### config.mk
export PLATFORM = sky130hd
export DESIGN_NAME = counter_n
export DESIGN_NICKNAME = d
export VERILOG_FILES = /design/src/rtl/counter_pkg.sv /design/src/rtl/count_slice.sv /design/src/rtl/counter_n.sv
export SDC_FILE = /design/constraint.sdc
export NUM_CORES = 1
export LEC_CHECK = 0
export CORE_ASPECT_RATIO = 1.5
export CORE_MARGIN = 10
export CORE_UTILIZATION = 45
export CTS_BUF_LIST = sky130_fd_sc_hd__clkbuf_4 sky130_fd_sc_hd__clkbuf_8
export DETAILED_ROUTE_END_ITERATION = 10
export GPL_TIMING_DRIVEN = 0
export HOLD_SLACK_MARGIN = 0.03
export PLACE_DENSITY = 0.81
export SYNTH_ARGS = -nofsm -noshare
export SYNTH_HDL_FRONTEND = slang
export SYNTH_HIERARCHICAL = 1
export SYNTH_SLANG_ARGS = --single-unit
### constraint.sdc
create_clock -name clk -period 11.4 [get_ports clk]
set_input_delay 2.28 -clock clk [delete_from_list [all_inputs] [get_ports clk]]
set_output_delay 2.28 -clock clk [all_outputs]
set_load 0.02 [all_outputs]
### src/rtl/counter_pkg.sv
// Shared mode encodings, slice width and operand helper for counter_n.
package counter_pkg;

    localparam int unsigned SLICE_W  = 4;
    localparam int unsigned OP_MAX_W = 256;

    typedef enum logic [1:0] {
        MODE_UP  = 2'b00,
        MODE_DN  = 2'b01,
        MODE_DN3 = 2'b10,
        MODE_LD  = 2'b11
    } mode_e;

    // Sign-extended operand for the selected mode; bits at and above width are cleared.
    function automatic logic [OP_MAX_W-1:0] op_vec(input mode_e mode, input int unsigned width);
        logic [OP_MAX_W-1:0] v;
        v = '0;
        case (mode)
            MODE_UP:  v = OP_MAX_W'(1);
            MODE_DN:  v = '1;
            MODE_DN3: v = ~OP_MAX_W'(2);
            MODE_LD:  v = '0;
            default:  v = '0;
        endcase
        for (int unsigned i = 0; i < OP_MAX_W; i++) begin
            if (i >= width) begin
                v[i] = 1'b0;
            end
        end
        return v;
    endfunction

endpackage

### src/rtl/count_slice.sv
// One SLICE_W-bit ripple segment of the counter adder; purely combinational.
module count_slice
    import counter_pkg::*;
#(
    parameter int unsigned W = SLICE_W
) (
    input  logic [W-1:0] q,
    input  logic [W-1:0] op,
    input  logic         cin,
    output logic [W-1:0] sum,
    output logic         cout
);

    logic [W:0] total;

    assign total       = {1'b0, q} + {1'b0, op} + {{W{1'b0}}, cin};
    assign {cout, sum} = total;

endmodule

### src/rtl/counter_n.sv
// Parametrised up/down/down-by-3/load counter with a registered wrap/clamp pulse.
// Define COUNTER_SAT_EN for saturating behaviour instead of modular wrap.
module counter_n
    import counter_pkg::*;
#(
    parameter int unsigned       WIDTH   = 32,
    parameter logic [WIDTH-1:0]  RST_VAL = '0
) (
    input  logic             clk,
    input  logic             reset,
    input  logic             enable,
    input  logic [1:0]       modo,
    input  logic [WIDTH-1:0] D,
    output logic [WIDTH-1:0] Q,
    output logic             rco
);

    localparam int unsigned N_SLICES = WIDTH / SLICE_W;

    if (WIDTH == 0 || (WIDTH % SLICE_W) != 0 || WIDTH > OP_MAX_W) begin : g_bad_width
        $error("counter_n: WIDTH must be a non-zero multiple of SLICE_W");
    end

    mode_e              mode_c;
    logic [WIDTH-1:0]   op_c;
    logic [WIDTH-1:0]   sum_c;
    logic [N_SLICES:0]  carry_c;
    logic               cout_c;
    logic               wrap_c;
    logic [WIDTH-1:0]   q_next_c;
    logic               rco_next_c;

    assign mode_c     = mode_e'(modo);
    assign op_c       = WIDTH'(op_vec(mode_c, WIDTH));
    assign carry_c[0] = 1'b0;
    assign cout_c     = carry_c[N_SLICES];

    // Single WIDTH-bit add built from chained slices; carries ripple within the cycle.
    for (genvar s = 0; s < int'(N_SLICES); s++) begin : g_slice
        count_slice #(.W(SLICE_W)) u_slice (
            .q    (Q[s*SLICE_W +: SLICE_W]),
            .op   (op_c[s*SLICE_W +: SLICE_W]),
            .cin  (carry_c[s]),
            .sum  (sum_c[s*SLICE_W +: SLICE_W]),
            .cout (carry_c[s+1])
        );
    end

    // Up wraps on carry-out; down modes wrap when the add produces no carry (borrow).
    always_comb begin
        wrap_c = 1'b0;
        case (mode_c)
            MODE_UP:  wrap_c = cout_c;
            MODE_DN:  wrap_c = ~cout_c;
            MODE_DN3: wrap_c = ~cout_c;
            default:  wrap_c = 1'b0;
        endcase
    end

    always_comb begin
        q_next_c   = Q;
        rco_next_c = 1'b0;
        if (enable) begin
            if (mode_c == MODE_LD) begin
                q_next_c = D;
            end else if (wrap_c) begin
                rco_next_c = 1'b1;
`ifdef COUNTER_SAT_EN
                q_next_c   = (mode_c == MODE_UP) ? '1 : '0;
`else
                q_next_c   = sum_c;
`endif
            end else begin
                q_next_c = sum_c;
            end
        end
    end

    always_ff @(posedge clk or posedge reset) begin
        if (reset) begin
            Q   <= RST_VAL;
            rco <= 1'b0;
        end else begin
            Q   <= q_next_c;
            rco <= rco_next_c;
        end
    end

endmodule

==> results of run 1 <==
[layout by cell type (no fill, tap or decap), types with 2 or more instances in the layout]
cell type / instances
clkinv_2: 2
nand2b_1: 8
xnor2_1: 16
dfrtp_1: 33
fa_1: 7
clkbuf_8: 5
buf_2: 6
buf_6: 2
a21oi_1: 32
a21o_1: 8
inv_1: 35
fa_2: 9
o21ai_0: 7
ha_1: 27
a21oi_2: 8
nor2_1: 32
mux2i_1: 33
buf_12: 3
clkdlybuf4s50_1: 67
nor2b_1: 8
[flip-flops by register name, summed over array words and instances, names as in the netlist]
register  flops
rco           1
Q            32
[metrics by stage]
stage / power [µW] / worst slack [ns] / hold slack, ns
2_1_floorplan: 674.6 / 0.7302 / 0.6379
3_3_place_gp: 859.5 / -0.7385 / 0.5335
3_5_place_dp: 886.8 / -0.9848 / 0.5465
4_1_cts: 983.1 / 0.1529 / 0.5624
5_1_grt: 1086 / 0.03189 / 0.5802
6_report: 981.8 / 0.6992 / 0.5551
[worst min-delay path by stage]
| stage | start | end | slack [ns] | cells after the start |
|---|---|---|---|---|
| 2_1_floorplan | Q[2]$_DFFE_PP0P_ | Q[2]$_DFFE_PP0P_ | 0.64 | 2 |
| 3_3_place_gp | Q[26]$_DFFE_PP0P_ | Q[26]$_DFFE_PP0P_ | 0.53 | 2 |
| 3_5_place_dp | Q[15]$_DFFE_PP0P_ | Q[15]$_DFFE_PP0P_ | 0.55 | 2 |
| 4_1_cts | Q[15]$_DFFE_PP0P_ | Q[15]$_DFFE_PP0P_ | 0.56 | 2 |
| 5_1_grt | Q[18]$_DFFE_PP0P_ | Q[18]$_DFFE_PP0P_ | 0.58 | 2 |
| 6_report | Q[15]$_DFFE_PP0P_ | Q[15]$_DFFE_PP0P_ | 0.56 | 2 |
[worst min-delay path, stage by stage, from the launching register on]
cell and delay [ns]:
dfrtp_1 0.37, nor2_1 0.05, a21oi_1 0.10
[cell families after synthesis]
| kind of cell | synth area share |
|---|---|
| compound gates | 0.1193 |
| simple gates | 0.08225 |
| buf+inv | 0.08676 |
| fa+ha+maj | 0.2422 |
| mux | 0.1193 |
| flops | 0.2982 |
| xor+xnor | 0.05061 |
| other cells | 0.001354 |
[cell type report]
cell class	count	area, µm²
flip-flops and latches	33	825.8
multi-input cells	199	1738
clock buffers	5	68.82
fillers	513	2171
well taps	72	90.09
repair buffers	70	719.4
clock inverters	3	17.52
plain buffers	11	105.1
inverters	36	135.1
[repair_timing]
| item | in CTS | in global routing |
|---|---|---|
| buffers inserted | 0 | 2 |
| endpoints found under the setup margin | 5 | 4 |
| pin swaps | 0 | 1 |
| gates resized for setup | 2 | 11 |
[cells in the mapped netlist (all sizes together)]
master	number	area, µm²
a21oi	40	230.2
inv	36	135.1
dfrtp	33	825.8
mux2i	33	330.3
nor2	32	120.1
ha	28	350.3
fa	16	320.3
xnor2	16	140.1
buf	10	101.4
a21o	8	60.06
nand2b	8	50.05
nor2b	8	50.05
o21ai	8	40.04
clkbuf	1	3.750
conb	1	3.750
nor3b	1	7.510
[power by group through the flow]
| stage | clock (µW) | combinational [µW] | sequential [µW] |
|---|---|---|---|
| after detailed placement | 0 | 655 | 231 |
| final | 90.7 | 662 | 229 |
| after global placement | 0 | 630 | 229 |
| after CTS | 93.2 | 660 | 230 |
| after global routing | 97.5 | 748 | 240 |
| after floorplan | 0 | 382 | 292 |
[routing by layer]
layer / GRT usage / wire, µm / up-vias
li1: - / - / 1068
met1: 0.1367 / 2437 / 1021
met2: 0.2767 / 3829 / 44
met3: 0.03020 / 280 / 7
met4: 0.05039 / 107 / 0
met5: 0 / 0 / -
==> results_dict.tcl, run 1 <==
set metrics [dict create \
    status "complete, no violations" \
    grt_antenna_before_repair 0 \
    maxSlewHeadroom 0.5110 \
    synth.distinct_cells 19 \
    leakagePower_uw 0.001683 \
    drv_cap 0 \
    cpPeakStageDelay_ns 0.50 \
    hold_class "reg2reg" \
    clkSlewWorstSetupHoldPaths_ns 0.07 \
    area_delta_synth_final_pct 33.62 \
    placeableCoreArea_um2 5871 \
    routed_wl_mm 6.655 \
    setup_viol 0 \
    fin_tns_setup_ns 0 \
    critPathArrivalTime_ns 10.91 \
    postCtsHoldBufs 0 \
    p_int_uw 553.8 \
    grt_first_pass_wirelength_mm 11.21 \
    die_w_um 84.05 \
    tightest_slew_ns 0.7325 \
    fin_util 0.6302 \
    numCtsBuffers 5 \
    initialDrtViolationCount 73 \
    crit_cells 53 \
    final_antenna_net_count 0 \
    hold_viol_final 0 \
    drv_slew 0 \
    p_seq_frac 0.233 \
    rsz0062_at_grt "false" \
    firstDrtPassIters 4 \
    cp-end-kind "flip-flop" \
    drive_gt1_frac 0.1092 \
    rows 34 \
    gp_congestion 0.7406 \
    dp_hpwl_mm 5.050 \
    gr-total-overflow 0 \
    dpl-instance-area_um2 3540 \
    skew_ns 0.005957 \
    clock_power_share 0.092 \
    reg2reg_to "rco$_DFF_PP0_" \
    vias 2140 \
    syn_area_um2 2769 \
    ys_seq_area_frac 0.2982 \
    finalNetCount 437 \
    crit_type "in2reg" \
    fin_cells 429 \
    stdcell_area_um2 3700 \
    wl_per_cell_um 15.51 \
    start_util 0.4717 \
    finalCriticalPeriod_ns 10.70 \
    grt_max_degree 39 \
    grt_pass1_vias 2337 \
    cts_root_buf "clkbuf_8" \
    dp.cells 419 \
    port_buffers 68 \
    pwr-share-comb 0.674 \
    switchingPower_uw 428.0 \
    cp_max_fo 3 \
    ios 70 \
    required_ns 11.61 \
    cts.path.max_buffers 2 \
    endpoint "rco$_DFF_PP0_" \
    syn_inst 279 \
    fin_crit_sh 0.9387 \
    netSwitchingFraction 0.4359 \
    power_density_nw_per_um2 265.4 \
    crit_slowest_cell "clkdlybuf4s50_1" \
    syn_avg_cell_area_um2 9.924 \
    routed_via_density 4.988 \
    critical_path.top_delay_family "adder cells" \
    cts_tree "yes" \
    syn_nets 360 \
    grtUsageTotal 0.1395 \
    worstSetupStartpointType "primary input" \
    r2r_setup_slack_ns 2.94 \
    ys_ff_latch 33 \
    drc 0 \
    max_freq_mhz 93.45 \
    die_area_um2 9755 \
    antennaDiodeCount 0 \
    ys_warn_count 6 \
    clock_sinks 33 \
    clk_latency_ns 0.29 \
    cts_max_level 2 \
    cp-startpoint "modo[1]" \
    fp.dieH_um 116.1 \
    r2r_cells 50 \
    irDropWorstVdd_v 0.0001189 \
    crit_buf_inv 10 \
    r2r-start "Q[0]$_DFFE_PP0P_" \
]
Power figures use the tool's default switching activity.
==> run 2, diff against run 1 <==
--- a/config.mk
+++ b/config.mk
@@ -5,6 +5,7 @@
 export SDC_FILE = /design/constraint.sdc
 export NUM_CORES = 1
 export LEC_CHECK = 0
+export ABC_AREA = 1
 export CORE_ASPECT_RATIO = 1.5
 export CORE_MARGIN = 10
 export CORE_UTILIZATION = 45
@@ -12,7 +13,7 @@
 export DETAILED_ROUTE_END_ITERATION = 10
 export GPL_TIMING_DRIVEN = 0
 export HOLD_SLACK_MARGIN = 0.03
-export PLACE_DENSITY = 0.81
+export PLACE_DENSITY = 0.79
 export SYNTH_ARGS = -nofsm -noshare
 export SYNTH_HDL_FRONTEND = slang
 export SYNTH_HIERARCHICAL = 1
==> results_dict.tcl, run 2 <==
set metrics [dict create \
    ios 70 \
    finalNetCount 644 \
    cts.path.max_buffers 2 \
    cts_max_level 2 \
    dpl-instance-area_um2 4101 \
    final_antenna_net_count 0 \
    hold_class "reg2reg" \
    routed_wl_mm 8.552 \
    dp_hpwl_mm 6.418 \
    synth_most_common_cell "nand2_1" \
    maxSlewHeadroom 0.5471 \
    cp_max_fo 4 \
    num-fill-cells 659 \
    top_register "Q" \
    irDropWorstVdd_v 0.0001232 \
    grt_max_degree 39 \
    met2WireLength_mm 4.762 \
    fp.dieH_um 124.4 \
    wl_per_cell_um 12.88 \
    drv_slew 0 \
    highest_layer "met4" \
    hold_ws_ns 0.5179 \
    finalCriticalPeriod_ns 10.78 \
    clk_latency_ns 0.30 \
    routed_via_density 4.711 \
    synthTopCellsByArea "dfrtp_1, nand2_1, inv_1" \
    async_reset_ff_frac 1.000 \
    max_freq_mhz 92.77 \
    required_ns 11.59 \
    largest_reg_flops 32 \
    synth_top_area_share 0.2527 \
    drc 0 \
    drive_gt1_frac 0.07092 \
    port_buffers 68 \
    die_area_um2 11140 \
    cts_tree "yes" \
    drv_cap 0 \
    syn_avg_cell_area_um2 6.725 \
    grtUsageTotal 0.1616 \
    gp_congestion 0.8130 \
    placeableCoreArea_um2 7179 \
    rows 38 \
    syn_inst 486 \
    final_common_cell "nand2_1" \
    skew_ns 0.009814 \
    syn_nets 567 \
    antennaDiodeCount 0 \
    cpPeakStageDelay_ns 0.47 \
    cp-end-kind "flip-flop" \
    synth.distinct_cells 21 \
    power_density_nw_per_um2 264.3 \
    yosysTopAreaCell "dfrtp_1" \
    ys_ff_latch 33 \
    ys_warn_count 6 \
    clock_sinks 33 \
    ys_seq_area_frac 0.2527 \
    grt_antenna_before_repair 0 \
    multi_input_area_um2 1858 \
    rsz0062_at_grt "false" \
    numCtsBuffers 5 \
    top_regs "Q: 32 flops, rco: 1 flops" \
    seqCellArea_um2 825.8 \
    hold_viol_final 0 \
    synth_edf_count 0 \
    gr-total-overflow 0 \
    worstSetupStartpointType "primary input" \
    synth_common_cells "nand2_1, inv_1, nand3_1" \
    start_util 0.4552 \
    syn_area_um2 3268 \
    vias 3128 \
    initialDrtViolationCount 145 \
    crit_path_frequent_cell "fa_1" \
    critPathArrivalTime_ns 10.97 \
    critical_path.top_delay_family "adder cells" \
    yosys_most_used_dff "dfrtp_1" \
    firstDrtPassIters 4 \
    fin_crit_sh 0.9456 \
    met3_wirelength_um 358 \
    setup_viol 0 \
    area_delta_synth_final_pct 30.32 \
    leakagePower_uw 0.002427 \
    crit_type "in2reg" \
    die_w_um 89.58 \
    wl_met1_mm 3.289 \
    tightest_slew_ns 0.6786 \
    grt_first_pass_wirelength_mm 14.60 \
    fin_tns_setup_ns 0 \
    stdcell_area_um2 4259 \
    cts_root_buf "clkbuf_8" \
    final_cell_mix "nand2_1, inv_1, clkdlybuf4s50_1" \
    grt_pass1_vias 3261 \
    clkSlewWorstSetupHoldPaths_ns 0.08 \
    crit_buf_inv 11 \
    crit_slowest_cell "clkdlybuf4s50_1" \
    status "complete, no violations" \
]
==> run 2: changes by cell type after synthesis, sizes merged, moves of 2 or more <==
cell	previous run	this run
a21oi	40	16
a21o	8	0
nand2	0	168
o21ai	8	10
nand3	0	56
nor2b	8	0
inv	36	127
nor2	32	9
xnor2	16	8
nand2b	8	0
mux2i	33	0
buf	10	14
==> run 2: where the power goes <==
group | internal, µW | switching (µW)
combinational | 345 | 424
clock | 73.8 | 50.1
sequential | 173 | 60.2
total | 592 | 534
==> run 2: cell type report <==
cell class                      instances  area share
Tap cell                              100     0.02938
Buffer                                 14     0.02644
Multi-Input combinational cell        312      0.4363
Clock inverter                          1    0.007051
Timing Repair Buffer                   70      0.1722
Sequential cell                        33      0.1939
Inverter                              127      0.1137
Clock buffer                            7     0.02115
==> run 2: worst register-to-register path, delay by kind of cell (launching register included) <==
| family | cells | cell delay [ns] |
|---|---|---|
| fa+ha+maj | 16 | 5.33 |
| compound gates | 9 | 1.95 |
| simple gates | 1 | 0.06 |
| buf+inv | 9 | 0.61 |
| flops | 1 | 0.42 |
==> run 2: metrics by stage <==
stage	total power, µW	std cells	worst slack (ns)	utilization
2_1_floorplan	759.4	486	1.247	-
3_3_place_gp	959.8	654	-0.3017	0.5674
3_5_place_dp	999.6	655	-0.5197	0.5713
4_1_cts	1127	663	0.2246	0.5884
5_1_grt	1249	664	0.03888	0.5932
6_report	1126	664	0.6203	0.5932
==> run 2: timing repair <==
| item | in CTS | in global routing |
|---|---|---|
| setup buffers | 0 | 1 |
| endpoints found under the setup margin | 3 | 4 |
| pin swaps | 0 | 1 |
| hold buffers | 0 | 0 |
| gates resized for setup | 1 | 1 |
==> run 2: final timing paths <==
check	cells after the start	startpoint	slack (ns)	endpoint
setup / recovery	38	modo[0]	0.62	rco$_DFF_PP0_
hold / removal	2	Q[3]$_DFFE_PP0P_	0.52	Q[3]$_DFFE_PP0P_
setup reg to reg	35	Q[0]$_DFFE_PP0P_	2.92	rco$_DFF_PP0_
hold reg to reg	2	Q[3]$_DFFE_PP0P_	0.52	Q[3]$_DFFE_PP0P_
max in group asynchronous	3	reset	8.47	Q[26]$_DFFE_PP0P_
min in group asynchronous	2	reset	2.39	rco$_DFF_PP0_
==> run 2: per-layer routing <==
metal	GRT usage	up-vias
li1	-	1585
met1	0.1707	1459
met2	0.2929	73
met3	0.03338	11
met4	0.06673	0
met5	0	-
==> run 2: kinds of logic after synthesis <==
| family | share of synthesized area |
|---|---|
| compound gates | 0.04097 |
| other cells | 0.001147 |
| flops | 0.2527 |
| buf+inv | 0.1826 |
| simple gates | 0.2959 |
| fa+ha+maj | 0.2052 |
| xor+xnor | 0.02144 |
==> run 3, diff against run 2 <==
--- a/config.mk
+++ b/config.mk
@@ -6,6 +6,7 @@
 export NUM_CORES = 1
 export LEC_CHECK = 0
 export ABC_AREA = 1
+export CAP_MARGIN = 20
 export CORE_ASPECT_RATIO = 1.5
 export CORE_MARGIN = 10
 export CORE_UTILIZATION = 45
==> results_dict.tcl, run 3 (synthesis gave the netlist of run 2 again) <==
set metrics [dict create \
    cpPeakStageDelay_ns 0.54 \
    clock_power_share 0.110 \
    stdcell_area_um2 4252 \
    r2r_cells 35 \
    crit_path_frequent_cell "fa_1" \
    clock_sinks 33 \
    grtUsageTotal 0.1616 \
    start_util 0.4552 \
    cts_max_level 2 \
    postCtsHoldBufs 0 \
    antennaDiodeCount 0 \
    max_freq_mhz 92.93 \
    post_cts_buffers 0 \
    crit_slowest_cell "clkdlybuf4s50_1" \
    leakagePower_uw 0.002426 \
    routed_via_density 4.637 \
    drc 0 \
    endpoint "rco$_DFF_PP0_" \
    wl_per_cell_um 12.53 \
    pwr-share-comb 0.682 \
    switchingPower_uw 531.2 \
    routed_wl_mm 8.319 \
    clk_latency_ns 0.30 \
    ios 70 \
    cts_tree "yes" \
    grt_pass1_vias 3158 \
    reg2reg_to "rco$_DFF_PP0_" \
    hold_ws_ns 0.5235 \
    largest_reg_flops 32 \
    top_register "Q" \
    p_int_uw 591.7 \
    hold_class "reg2reg" \
    grt_max_degree 24 \
    placeableCoreArea_um2 7179 \
    fin_util 0.5922 \
    maxSlewHeadroom 0.5509 \
    final_antenna_net_count 0 \
    drv_cap 0 \
    power_density_nw_per_um2 264.1 \
    clkSlewWorstSetupHoldPaths_ns 0.08 \
    tightest_slew_ns 0.6729 \
    cp-end-kind "flip-flop" \
    cts.path.max_buffers 2 \
    setup_viol 0 \
    dpl-instance-area_um2 4129 \
    final_common_cell "nand2_1" \
    status "complete, no violations" \
    fin_crit_sh 0.9439 \
    fin_cells 664 \
    gr-total-overflow 0 \
    cp-startpoint "modo[0]" \
    netSwitchingFraction 0.4730 \
    finalNetCount 644 \
    worstSetupStartpointType "primary input" \
    drv_slew 0 \
    critPathArrivalTime_ns 10.95 \
    r2r-start "Q[0]$_DFFE_PP0P_" \
    numCtsBuffers 5 \
    drive_gt1_frac 0.07092 \
    port_buffers 68 \
    cp_max_fo 16 \
    dp_hpwl_mm 6.438 \
    skew_ns 0.005675 \
    irDropWorstVdd_v 0.0001171 \
    cts_root_buf "clkbuf_8" \
    grt_first_pass_wirelength_mm 14.42 \
    top_regs "Q: 32 flops, rco: 1 flops" \
    hold_viol_final 0 \
    finalCriticalPeriod_ns 10.76 \
    initialDrtViolationCount 125 \
    rows 38 \
    cts_resized 0 \
    grt_antenna_before_repair 0 \
    die_area_um2 11140 \
    die_w_um 89.58 \
    required_ns 11.59 \
    r2r_setup_slack_ns 3.03 \
    firstDrtPassIters 4 \
    vias 3079 \
    crit_type "in2reg" \
    dp.cells 656 \
    final_cell_mix "nand2_1, inv_1, clkdlybuf4s50_1" \
    p_seq_frac 0.208 \
    area_delta_synth_final_pct 30.09 \
    gp_congestion 0.8130 \
    fp.dieH_um 124.4 \
]
run 3: cell types whose count changed in the layout (fill, tap and decap cells not counted), sizes merged:
cell    previous run  this run
buf               15        16
clkbuf             8         7
run 3: worst min path at each step:
stage,to,startpoint,slack [ns],cells after the start
CTS,Q[14]$_DFFE_PP0P_,Q[14]$_DFFE_PP0P_,0.52,2
finish,Q[14]$_DFFE_PP0P_,Q[14]$_DFFE_PP0P_,0.52,2
global placement,Q[14]$_DFFE_PP0P_,Q[14]$_DFFE_PP0P_,0.50,2
global route,Q[15]$_DFFE_PP0P_,Q[15]$_DFFE_PP0P_,0.55,2
floorplan,Q[2]$_DFFE_PP0P_,Q[2]$_DFFE_PP0P_,0.60,2
detailed placement,Q[14]$_DFFE_PP0P_,Q[14]$_DFFE_PP0P_,0.50,2
run 3: power by group through the flow:
stage / Sequential, µW / Clock [µW] / Combinational [µW]
global route: 244 / 130 / 877
finish: 234 / 124 / 766
floorplan: 291 / 0 / 468
global placement: 234 / 0 / 726
CTS: 234 / 128 / 770
detailed placement: 236 / 0 / 766
run 3: metrics by stage:
step / setup TNS (ns) / power [µW] / worst slack [ns]
floorplan: 0 / 759.4 / 1.247
global placement: -0.7375 / 959.8 / -0.3017
detailed placement: 0 / 1002 / 0.1193
CTS: 0 / 1132 / 0.4118
global route: -0.005292 / 1250 / -0.005292
finish: 0 / 1123 / 0.6391
run 3: critical path: cells and delay by family:
kind	cells	cell delay, ns
adders and majority gates	16	5.55
AOI/OAI and AO/OA	9	1.83
buffers and inverters	10	1.16
and+or+nand+nor	2	0.12
run 3: routing by layer:
metal	global-route usage	routed length, µm	up-vias
met4	0.06297	148	0
met1	0.1758	3225	1417
met2	0.2920	4546	69
met5	0	0	-
li1	-	-	1584
met3	0.02880	399	9
run 3: area by class of cell:
class | instances | area (µm²)
inverters | 127 | 484.2
clock inverters | 1 | 30.03
flip-flops and latches | 33 | 825.8
fillers | 646 | 2928
plain buffers | 14 | 112.6
repair buffers | 70 | 735.7
well taps | 100 | 125.1
multi-input cells | 312 | 1848
clock buffers | 7 | 90.09
